**config.mk**
```make
export PLATFORM = sky130hd
export DESIGN_NAME = flux_write_encoder
export DESIGN_NICKNAME = d
export VERILOG_FILES = /design/src/rtl/flux_write_encoder.sv
export SDC_FILE = /design/constraint.sdc
export NUM_CORES = 1
export LEC_CHECK = 0
export CORE_MARGIN = 3
export CORE_UTILIZATION = 61
export CTS_CLUSTER_DIAMETER = 150
export DETAILED_ROUTE_END_ITERATION = 8
export PLACE_DENSITY = 0.91
export SYNTH_ARGS = -nofsm -noshare
export SYNTH_HDL_FRONTEND = slang
export SYNTH_SLANG_ARGS = --single-unit
```
**constraint.sdc**
```tcl
create_clock -name clk -period 9.7 [get_ports clk]
set_clock_uncertainty 0.05 [all_clocks]
set_input_delay 2.91 -clock clk [delete_from_list [all_inputs] [get_ports clk]]
set_output_delay 2.91 -clock clk [all_outputs]
set_load 0.02 [all_outputs]
```
**src/rtl/flux_write_encoder.sv**
```systemverilog
// flux_write_encoder
// Transmit-side flux regenerator: buffers flux-interval words (clk cycles
// between transitions) in a FIFO and replays them as timed wr_data pulses
// under a wr_gate envelope.
// Optional build macro FLUX_WRITE_INDEX_SYNC_EN: when defined, the first
// interval is popped only on a rising edge of index_in seen while the FIFO
// holds data; otherwise index_in is ignored.
module flux_write_encoder #(
    parameter int unsigned FIFO_DEPTH   = 16,
    parameter int unsigned CNT_WIDTH    = 16,
    parameter int unsigned PULSE_WIDTH  = 10,
    parameter int unsigned MIN_INTERVAL = 20
) (
    input  logic                            clk,
    input  logic                            rst,
    input  logic [CNT_WIDTH-1:0]            s_data,
    input  logic                            s_valid,
    output logic                            s_ready,
    input  logic                            start,
    input  logic                            abort,
    input  logic                            index_in,
    output logic                            wr_gate,
    output logic                            wr_data,
    output logic                            busy,
    output logic                            done,
    output logic                            underrun,
    output logic [$clog2(FIFO_DEPTH):0]     fifo_level,
    output logic [31:0]                     pulse_count
);

    localparam int unsigned AW   = $clog2(FIFO_DEPTH);
    localparam int unsigned LW   = AW + 1;
    localparam int unsigned PW_W = $clog2(PULSE_WIDTH + 1);

    typedef enum logic [1:0] {
        IDLE,
        ARM,
        WRITE,
        TAIL
    } state_t;

    state_t                 state;
    logic [CNT_WIDTH-1:0]   mem [FIFO_DEPTH];
    logic [AW-1:0]          wr_ptr;
    logic [AW-1:0]          rd_ptr;
    logic [CNT_WIDTH-1:0]   head;
    logic [CNT_WIDTH-1:0]   interval_eff;
    logic [CNT_WIDTH-1:0]   cnt;
    logic [PW_W-1:0]        pw_cnt;
    logic                   fifo_empty;
    logic                   push;
    logic                   pop;
    logic                   arm_go;
    logic                   fire;

    assign fifo_empty = (fifo_level == '0);
    assign s_ready    = (fifo_level != LW'(FIFO_DEPTH));
    assign push       = s_valid && s_ready && !abort;
    assign head       = mem[rd_ptr];
    assign busy       = (state != IDLE);

    // Nonzero intervals shorter than the minimum are stretched to it
    assign interval_eff = (head < CNT_WIDTH'(MIN_INTERVAL)) ? CNT_WIDTH'(MIN_INTERVAL) : head;

`ifdef FLUX_WRITE_INDEX_SYNC_EN
    logic index_prev;
    logic index_rise;

    assign index_rise = index_in && !index_prev;

    // Previous index level for rising-edge detection
    always_ff @(posedge clk) begin
        if (rst) index_prev <= 1'b0;
        else     index_prev <= index_in;
    end

    assign arm_go = (state == ARM) && !fifo_empty && index_rise;
`else
    logic unused_index;
    assign unused_index = index_in;
    assign arm_go = (state == ARM) && !fifo_empty;
`endif

    // Counter expiry in WRITE is the pop point for the next interval
    assign fire = (state == WRITE) && (cnt == '0);
    assign pop  = !abort && (arm_go || (fire && !fifo_empty));

    // FIFO storage; no reset needed, validity is tracked by the pointers
    always_ff @(posedge clk) begin
        if (push) mem[wr_ptr] <= s_data;
    end

    // FIFO pointers and occupancy; abort flushes and drops any same-cycle push
    always_ff @(posedge clk) begin
        if (rst || abort) begin
            wr_ptr     <= '0;
            rd_ptr     <= '0;
            fifo_level <= '0;
        end else begin
            if (push) wr_ptr <= wr_ptr + AW'(1);
            if (pop)  rd_ptr <= rd_ptr + AW'(1);
            case ({push, pop})
                2'b10:   fifo_level <= fifo_level + LW'(1);
                2'b01:   fifo_level <= fifo_level - LW'(1);
                default: fifo_level <= fifo_level;
            endcase
        end
    end

    // Sequencer: arm, interval countdown, pulse generation and tail-off
    always_ff @(posedge clk) begin
        if (rst) begin
            state       <= IDLE;
            wr_gate     <= 1'b0;
            wr_data     <= 1'b0;
            done        <= 1'b0;
            underrun    <= 1'b0;
            pulse_count <= '0;
            cnt         <= '0;
            pw_cnt      <= '0;
        end else begin
            done <= 1'b0;
            if (abort) begin
                state   <= IDLE;
                wr_gate <= 1'b0;
                wr_data <= 1'b0;
            end else begin
                // Pulse width timer; never overlaps a new pulse since
                // every interval exceeds the pulse width
                if (wr_data) begin
                    if (pw_cnt == '0) wr_data <= 1'b0;
                    else              pw_cnt  <= pw_cnt - PW_W'(1);
                end
                case (state)
                    IDLE: begin
                        if (start) begin
                            underrun    <= 1'b0;
                            pulse_count <= '0;
                            state       <= ARM;
                        end
                    end
                    ARM: begin
                        if (arm_go) begin
                            if (head == '0) begin
                                done  <= 1'b1;
                                state <= IDLE;
                            end else begin
                                // Load N-1 so the pulse lands N cycles after the gate
                                cnt     <= interval_eff - CNT_WIDTH'(1);
                                wr_gate <= 1'b1;
                                state   <= WRITE;
                            end
                        end
                    end
                    WRITE: begin
                        if (fire) begin
                            wr_data <= 1'b1;
                            pw_cnt  <= PW_W'(PULSE_WIDTH - 1);
                            if (pulse_count != '1) pulse_count <= pulse_count + 32'd1;
                            if (fifo_empty) begin
                                underrun <= 1'b1;
                                state    <= TAIL;
                            end else if (head == '0) begin
                                state <= TAIL;
                            end else begin
                                cnt <= interval_eff - CNT_WIDTH'(1);
                            end
                        end else begin
                            cnt <= cnt - CNT_WIDTH'(1);
                        end
                    end
                    TAIL: begin
                        if (!wr_data) begin
                            wr_gate <= 1'b0;
                            done    <= !underrun;
                            state   <= IDLE;
                        end
                    end
                    default: state <= IDLE;
                endcase
            end
        end
    end

endmodule

```
**After elaboration in Yosys (flattened, before gate mapping)**

Memory sizes are Yosys's and may differ from the RTL's. A register that Yosys moved wholly into a read port is not among the register bits.
Index checks and enable logic that the tools add are counted.

- Add/subtract/negate cells: 8
- Magnitude comparators: 1
- Equal/unequal tests: 16
- Multiplexer cells: 43
- Bitwise operators: 1
- Reduce and logical (&&, ||, !) cells: 27

Operators by type and width:

| cell | count |
|---|---|
| $mux W32 | 3 |
| $mux W16 | 5 |
| $pmux W32 S2 | 1 |
| $add A32 B1 Y32 const B | 1 |
| $logic_not A16 Y1 | 2 |
| $ne A32 B32 Y1 const B | 1 |
| $pmux W16 S2 | 1 |
| $sub A16 B1 Y16 const B | 2 |
| $mux W4 | 6 |
| $lt A16 B5 Y1 const B | 1 |
| $mux W1 | 15 |
| $reduce_and A5 Y1 | 3 |
| $mux W2 | 7 |
| $ne A2 B2 Y1 const B | 6 |
| $pmux W5 S2 | 1 |
| $reduce_bool A2 Y1 | 5 |
| $add A4 B1 Y4 const B | 2 |
| $pmux W2 S4 | 1 |
| $reduce_and A4 Y1 | 2 |
| $eq A2 B2 Y1 const B | 3 |
| $logic_and A1 B1 Y1 | 6 |
| $pmux W1 S2 | 3 |
| $add A5 B1 Y5 const B | 1 |
| $logic_not A5 Y1 | 1 |
| other kinds (13) | 17 |

- Register bits after elaboration: 71
- Bits in writable memories: 256
- Input port bits: 22
- Output and inout port bits: 43
- Logic and storage cells: 108
- Memories: 1

Memory list:

| memory | words | width | rd ports | clocked after Yosys merged registers in | wr ports | RTL line | text |
|---|---|---|---|---|---|---|---|
| mem | 16 | 16 | 1 | 1 | 1 | 43 | `logic [CNT_WIDTH-1:0] mem [FIFO_DEPTH];` |

**Longest topological paths before layout**

Gate-level depths: netlist of run 1.

- Depth after elaboration: 7
- Depth in mapped cells: 18
- Mapped depth without buffers: 17

**Least setup slack after synthesis of run 1**

OpenSTA, ideal clock, no wires.

- Path kind: in2reg
- Start point: in abort
- End point: reg fifo_level[4]
- Setup time: 0.070 ns
- Arrival time: 5.353 ns
- Required time: 9.580 ns
- Setup slack: 4.227 ns
- Cell stages on the path: 15
- Path buffers: 1
- Cell sequence: a21o_1 -> a21oi_1 -> o21a_1 -> clkbuf_1 -> nand2_1 -> clkinv_1 -> ha_1 -> inv_1 -> fa_1 -> inv_1 -> a21o_1 -> a21oi_1 -> xnor2_1 -> or3_1 -> a21oi_1

- Cells in the longest elaborated chain, start to end: 4
- Elaborated cells on any way between the ends: 8
- Those cells by class: eq/ne (2); mux (1); reduce/logical (5)

RTL lines:

| item | RTL line | text |
|---|---|---|
| start, declared | 20 | `input logic abort,` |
| $logic_not A1 Y1 * | 86 | `assign pop = !abort && (arm_go \|\| (fire && !fifo_empty));` |
| $logic_and A1 B1 Y1 * | 86 |  |
| named net pop | 52 | `logic pop;` |
| $eq A2 B1 Y1 / $eq A2 B2 Y1 (equally long branches) | 102 | `case ({push, pop})` |
| $pmux W5 S2 / $reduce_bool A2 Y1 (equally long branches) | -- |  |
| end signal, assigned | 103 | `2'b10: fifo_level <= fifo_level + LW'(1);` |
| end signal, assigned | 104 | `2'b01: fifo_level <= fifo_level - LW'(1);` |
| end signal, assigned | 105 | `default: fifo_level <= fifo_level;` |
| end, declared | 27 | `output logic [$clog2(FIFO_DEPTH):0] fifo_level,` |

The timed path passes the listed nets; every way through them passes the cells marked *.
A chain may end at the register's enable or synchronous reset.

**Final worst setup path of run 1**

Same ends and word-level chain as after synthesis.

==> run_results.csv, run 1 <==
group,metric,value,unit
finish,syn2layout_area_growth,14.1,%
finish,diodes,0,
finish,fillers,1372,
routing,via_count,8783,
timing,finalSetupViolations,0,
floorplanning,die_w,158,um
timing,max_freq,160,MHz
placement,dpl.cell_count,1266,
synthesis,synth_top_area_cell,"edfxtp_1",
floorplanning,start_util,63.1,%
synthesis,yosysWarningCount,0,
placement,dp_hpwl,18.9,mm
global_route,grt_antenna_before_repair,0,
clock_tree,cts_tree,"yes",
clock_tree,root_buffer,"clkbuf_16",
clock_tree,cts.sinks,331,
synthesis,synth_edf_count,256,
floorplanning,pin_count,65,
global_route,grt_start_max_net_pins,64,
routing,dr_wl_met2,16.4,mm
synthesis,postSynthAreaPerCell,14.7,um^2
timing,fin_tns_setup,0,ns
critical_path,reg2reg_setup_slack,3.97,ns
routing,first_iter_violations,958,
global_route,grt_pass1_wl,49.9,mm
power_and_ir_drop,cellPowerDensity,180,nW/um^2
power_and_ir_drop,max-vdd-ir-drop,0.177,mV
clock_tree,clk_path_buf_depth,3,
synthesis,synthTopCellsByArea,"edfxtp_1 55%, dfxtp_1 11%, mux4_2 9.8%",
timing,period_minus_slack,6.25,ns
critical_path,cp_max_fo,16,
min_path,holdPathStages,2,
synthesis,syn_inst,954,
flow_run,cap_viol_max_count,0,
floorplanning,die_area,24800,um^2
synthesis,synthFlopType,"edfxtp_1",
routing,top_layer,"met4",
critical_path,cp-start-kind,"input port",
synthesis,synth.cell_area,14000,um^2
routing,wl_met1,12.2,mm
critical_path,rr_worst_depth,13,
timing,finalMaxSlewViolations,0,
global_route,grt_overflow,0,
clock_tree,clk_latency,0.53,ns
routing,ant_nets,0,
synthesis,yosysTopAreaCellShare,54.8,%
finish,nets,1059,
clock_tree,htree_levels,2,
critical_path,path_class,"in -> reg",
clock_tree,numCtsBuffers,35,
clock_tree,post_cts.repair.setup_buffers,0,
placement,gp_congestion,0.841,
synthesis,seq_area_frac_synth,65.5,%
critical_path,end_kind,"flop",
timing,relSlewSlack,12.4,%
timing,hold_viol,0,
routing,vias_per_cell,6.62,
timing,tightestPinTransition,1.31,ns
routing,drtPass1Iterations,7,
floorplanning,design.core.area,22200,um^2
global_route,grt_pass1_vias,8728,
floorplanning,die-height,158,um
finish,seq_area,9190,um^2
global_route,track_usage,26.7,%
synthesis,ys_async_sr_fraction,0,%
placement,io_buffers,63,
routing,wl_met3,2.76,mm
timing,rsz0062_at_grt,"no",
finish,layout-drive-gt1-share,15.3,%
synthesis,ys_types,71,
finish,fin_cells,1327,
routing,wire_per_inst,24.5,um
timing,fin_crit_sh,64.4,%
clock_tree,ctsResizeCount,0,
clock_tree,postCtsHoldBufs,0,
floorplanning,rows,54,
critical_path,cp.arrival,6.64,ns
clock_tree,path_clk_slew,0.06,ns
run_status,status,"complete, no violations",
routing,drt_wl_total,32.5,mm
critical_path,cp.required,10.09,ns
power_and_ir_drop,power.leakage,0.00507,uW
finish,multiInputGateArea,4540,um^2
synthesis,yosys_register_bits,331,
min_path,hp-class,"reg -> reg",
synthesis,synthesis.nets,990,
routing,drc_errors,0,
[registers in the layout, summed over array words and instances, names as in the netlist, named ones only]
register	count
done	1
cnt	16
wr_ptr	4
pulse_count	32
state	1
pw_cnt	4
wr_data	1
underrun	1
mem	256
rd_ptr	4
fifo_level	5
wr_gate	1
[logic make-up after synthesis]
group / synth area share, %
buf+inv: 2.45
mux: 10.7
xor+xnor: 2.94
fa+ha+maj: 1.30
compound gates: 6.75
flops: 65.5
simple gates: 10.3
[per-layer routing]
layer  GRT usage, %  vias up
met3           5.00       97
li1               -     3855
met1           35.8     4368
met4           9.55        0
met2           44.4      463
met5              0        -
[critical path, cell delays in order]
cell	delay (ns)
clkdlybuf4s50_1	0.70
a21o_1	0.28
a21oi_1	0.16
o21a_1	0.39
nand2_1	0.29
clkinv_1	0.29
ha_1	0.28
inv_1	0.10
fa_1	0.41
inv_1	0.07
a21o_1	0.10
a21oi_1	0.07
xnor2_1	0.14
or3_1	0.30
a21oi_1	0.14
[cell usage after synthesis, types with 6 or more instances]
cell      count
or3_1         9
nor2_1       81
dfxtp_1      75
clkbuf_1     25
edfxtp_1    256
and3_1        7
xor2_1       28
nand2b_1     12
xnor2_1      19
nand4_1      19
a221oi_1      7
and2_1        6
buf_6         6
a22oi_1      20
nand3_1      21
a21oi_1      36
nor4_1       11
o21ai_0      28
nor2b_1       8
mux2i_1       9
nand2_1      51
ha_1         13
nor3_1       25
mux4_2       61
inv_1        22
[where the power goes]
group	switching [uW]	internal, uW
Sequential	3.12	1530
Clock	543	740
Combinational	44.5	23.5
[area by class of cell]
type	instances	share of cell area [%]
clock inverter	17	1.03
multi-input combinational	556	28.4
sequential	331	57.5
clock buffer	44	5.83
tap	280	2.19
inverter	23	0.540
timing repair buffer	76	4.55
[path summary, 6_finish.rpt]
check        startpoint             to
max               abort  fifo_level[4]
min             cnt[10]        cnt[10]
max reg2reg        flop        cnt[12]
min reg2reg     cnt[10]        cnt[10]
[placed cells by master (no fill, tap or decap), types with 7 or more instances in the layout]
cell type / n
nor2_1: 69
xnor2_1: 19
and3_1: 7
nor4_1: 11
or3_1: 9
edfxtp_1: 256
clkdlybuf4s50_1: 63
nor3_1: 21
ha_1: 13
mux2i_1: 9
a21oi_1: 36
nand4_1: 19
clkbuf_16: 35
nor2b_1: 8
nand3_1: 21
o21ai_0: 27
buf_4: 13
nor2_2: 12
inv_1: 22
dfxtp_1: 73
xor2_1: 28
a221oi_1: 7
nand2_1: 51
nand2b_1: 12
a22oi_1: 20
mux4_2: 61
[stage by stage]
stage / cell area, um^2 / util [%] / setup WS, ns / power (uW) / hold slack [ns]
after floorplan: 14000 / - / 4.23 / 1600 / 0.397
after global placement: 14900 / 67.0 / 3.07 / 1630 / 0.414
after detailed placement: 14900 / 67.0 / 3.01 / 1630 / 0.418
after CTS: 16000 / 72.0 / 3.53 / 2900 / 0.425
after global routing: 16000 / 72.0 / 3.26 / 2960 / 0.472
final: 16000 / 72.0 / 3.45 / 2880 / 0.429
Note: power is estimated with default switching activity, not from simulation.
==> run 2: changes to the inputs <==
Settings changed: CORE_UTILIZATION 61 to 60, PLACE_DENSITY 0.91 to 0.9.
Clock period 9.7 ns to 5.9 ns, I/O delays scaled along.
==> run_results.csv, run 2 (synthesized netlist as in run 1, its figures left out) <==
group,metric,value,unit
critical_path,crit_chain,"buf_4 -> mux4_2 -> a22oi_1 -> nand2_1 -> or4b_4 -> nor4_4 -> buf_4 -> nand2_1 -> o21ai_0 -> ha_1 -> nand3_1 -> o31a_1 -> a2111oi_0 -> o21ai_1",
global_route,grt_antenna_before_repair,1,
finish,nets,1076,
flow_run,cap_viol_max_count,0,
timing,finalMaxSlewViolations,0,
timing,hold_viol,0,
finish,fin_area,16200,um^2
floorplanning,die_area,25200,um^2
routing,via_count,8955,
run_status,status,"complete, no violations",
placement,place_area,15100,um^2
clock_tree,clk_latency,0.54,ns
power_and_ir_drop,power.leakage,0.00517,uW
finish,largest_reg_flops,256,
finish,regMostFlops,"mem",
global_route,grt_start_max_net_pins,44,
critical_path,cp.arrival,5.50,ns
floorplanning,rows,55,
clock_tree,cts.sinks,331,
finish,multiInputGateArea,4540,um^2
global_route,met3_usage,5.30,%
clock_tree,path_clk_slew,0.06,ns
floorplanning,pin_count,65,
finish,utilization,71.0,%
timing,fin_tns_setup,0,ns
clock_tree,postCtsHoldBufs,0,
clock_tree,ctsResizeCount,0,
routing,drc_errors,0,
global_route,grt_overflow,0,
critical_path,path_class,"reg -> reg",
floorplanning,design.core.area,22800,um^2
finish,reg.largest.list,"mem: 256 flops, pulse_count: 32 flops, cnt: 16 flops",
critical_path,end_kind,"flop",
global_route,grt_pass1_vias,8859,
floorplanning,die_w,159,um
finish,fillers,1374,
critical_path,worst_path_largest_cell_delay,0.94,ns
floorplanning,start_util,61.5,%
clock_tree,clk_path_buf_depth,3,
global_route,track_usage,26.4,%
finish,syn2layout_area_growth,15.4,%
global_route,grt_pass1_wl,51.7,mm
power_and_ir_drop,max-vdd-ir-drop,0.352,mV
clock_tree,numCtsBuffers,34,
min_path,worstHoldStart,"pw_cnt[2]",
finish,diodes,0,
critical_path,cp.required,6.23,ns
clock_tree,htree_levels,2,
routing,wire_per_inst,24.4,um
placement,io_buffers,63,
critical_path,cp_max_fo,34,
global_route,use_met1,32.7,%
critical_path,path_delay_family,"simple AND/OR/NAND/NOR gates",
finish,mostFrequentLayoutCells,"256 x edfxtp_1, 73 x dfxtp_1, 70 x nor2_1",
timing,max_freq,193,MHz
routing,drt_wl_total,33.6,mm
finish,layout-drive-gt1-share,16.5,%
routing,ant_nets,0,
global_route,grt_use_met2,46.0,%
timing,relSlewSlack,19.3,%
power_and_ir_drop,p_total,4770,uW
placement,gp_congestion,0.850,
finish,mostFrequentLayoutCell,"edfxtp_1",
power_and_ir_drop,cellPowerDensity,295,nW/um^2
timing,finalSetupViolations,0,
min_path,hp-class,"reg -> reg",
critical_path,cp_num_buf_inv,2,
timing,tightestPinTransition,1.21,ns
clock_tree,root_buffer,"clkbuf_16",
global_route,top_usage_layer,"met2",
finish,seq_area,9190,um^2
routing,first_iter_violations,952,
timing,rsz0062_at_grt,"no",
clock_tree,cts_tree,"yes",
placement,dp_hpwl,20.3,mm
critical_path,cp-start-kind,"flop",
routing,vias_per_cell,6.50,
routing,drtPass1Iterations,5,
timing,period_minus_slack,5.17,ns
timing,fin_crit_sh,87.6,%
floorplanning,die-height,159,um
clock_tree,post_cts.repair.setup_buffers,0,
critical_path,cpMaxStageDelayCell,"dfxtp_2",
run 2: changes by cell type in the layout (fill, tap and decap cells not counted), sizes merged:
cell / before / now
buf: 13 / 31
bufinv: 2 / 4
inv: 22 / 23
clkbuf: 44 / 40
run 2: worst paths after layout:
path	end	cells past startpoint	slack [ns]
min reg2reg	pw_cnt[2]	2	0.46
min	pw_cnt[2]	2	0.46
max reg2reg	cnt[10]	14	0.73
max	cnt[10]	14	0.73
run 2: layer usage:
metal | vias up | share of wire [%]
met4 | 2 | 4.1
met2 | 514 | 51
met3 | 115 | 8.4
met5 | - | 0.021
met1 | 4440 | 36
li1 | 3884 | -
run 2: power breakdown:
group | total, uW | switching [uW] | internal (uW) | leakage [uW]
Sequential | 2520 | 5.75 | 2520 | 0.00291
Clock | 2130 | 887 | 1250 | 0.000541
Combinational | 114 | 74.2 | 40.0 | 0.00172
Total | 4770 | 967 | 3800 | 0.00517
run 2: through the flow:
step / instances / hold WS (ns) / setup slack, ns
3_3_place_gp: 1317 / 0.411 / 0.923
4_1_cts: 1377 / 0.439 / 0.773
2_1_floorplan: 954 / 0.397 / 1.38
6_report: 1377 / 0.456 / 0.730
3_5_place_dp: 1317 / 0.432 / 0.804
5_1_grt: 1377 / 0.476 / 0.429
run 2: tightest hold or removal path: stages (launching register included):
cell,delay (ns)
dfxtp_1,0.33
nand2_1,0.07
a211oi_1,0.06
run 2: cell type report:
cell class              count  area share (%)
clock buffers              40            5.40
clock inverters            20            1.46
inverters                  23           0.533
multi-input cells         556            28.0
flip-flops and latches    331            56.8
well taps                 313            2.42
repair buffers             94            5.33
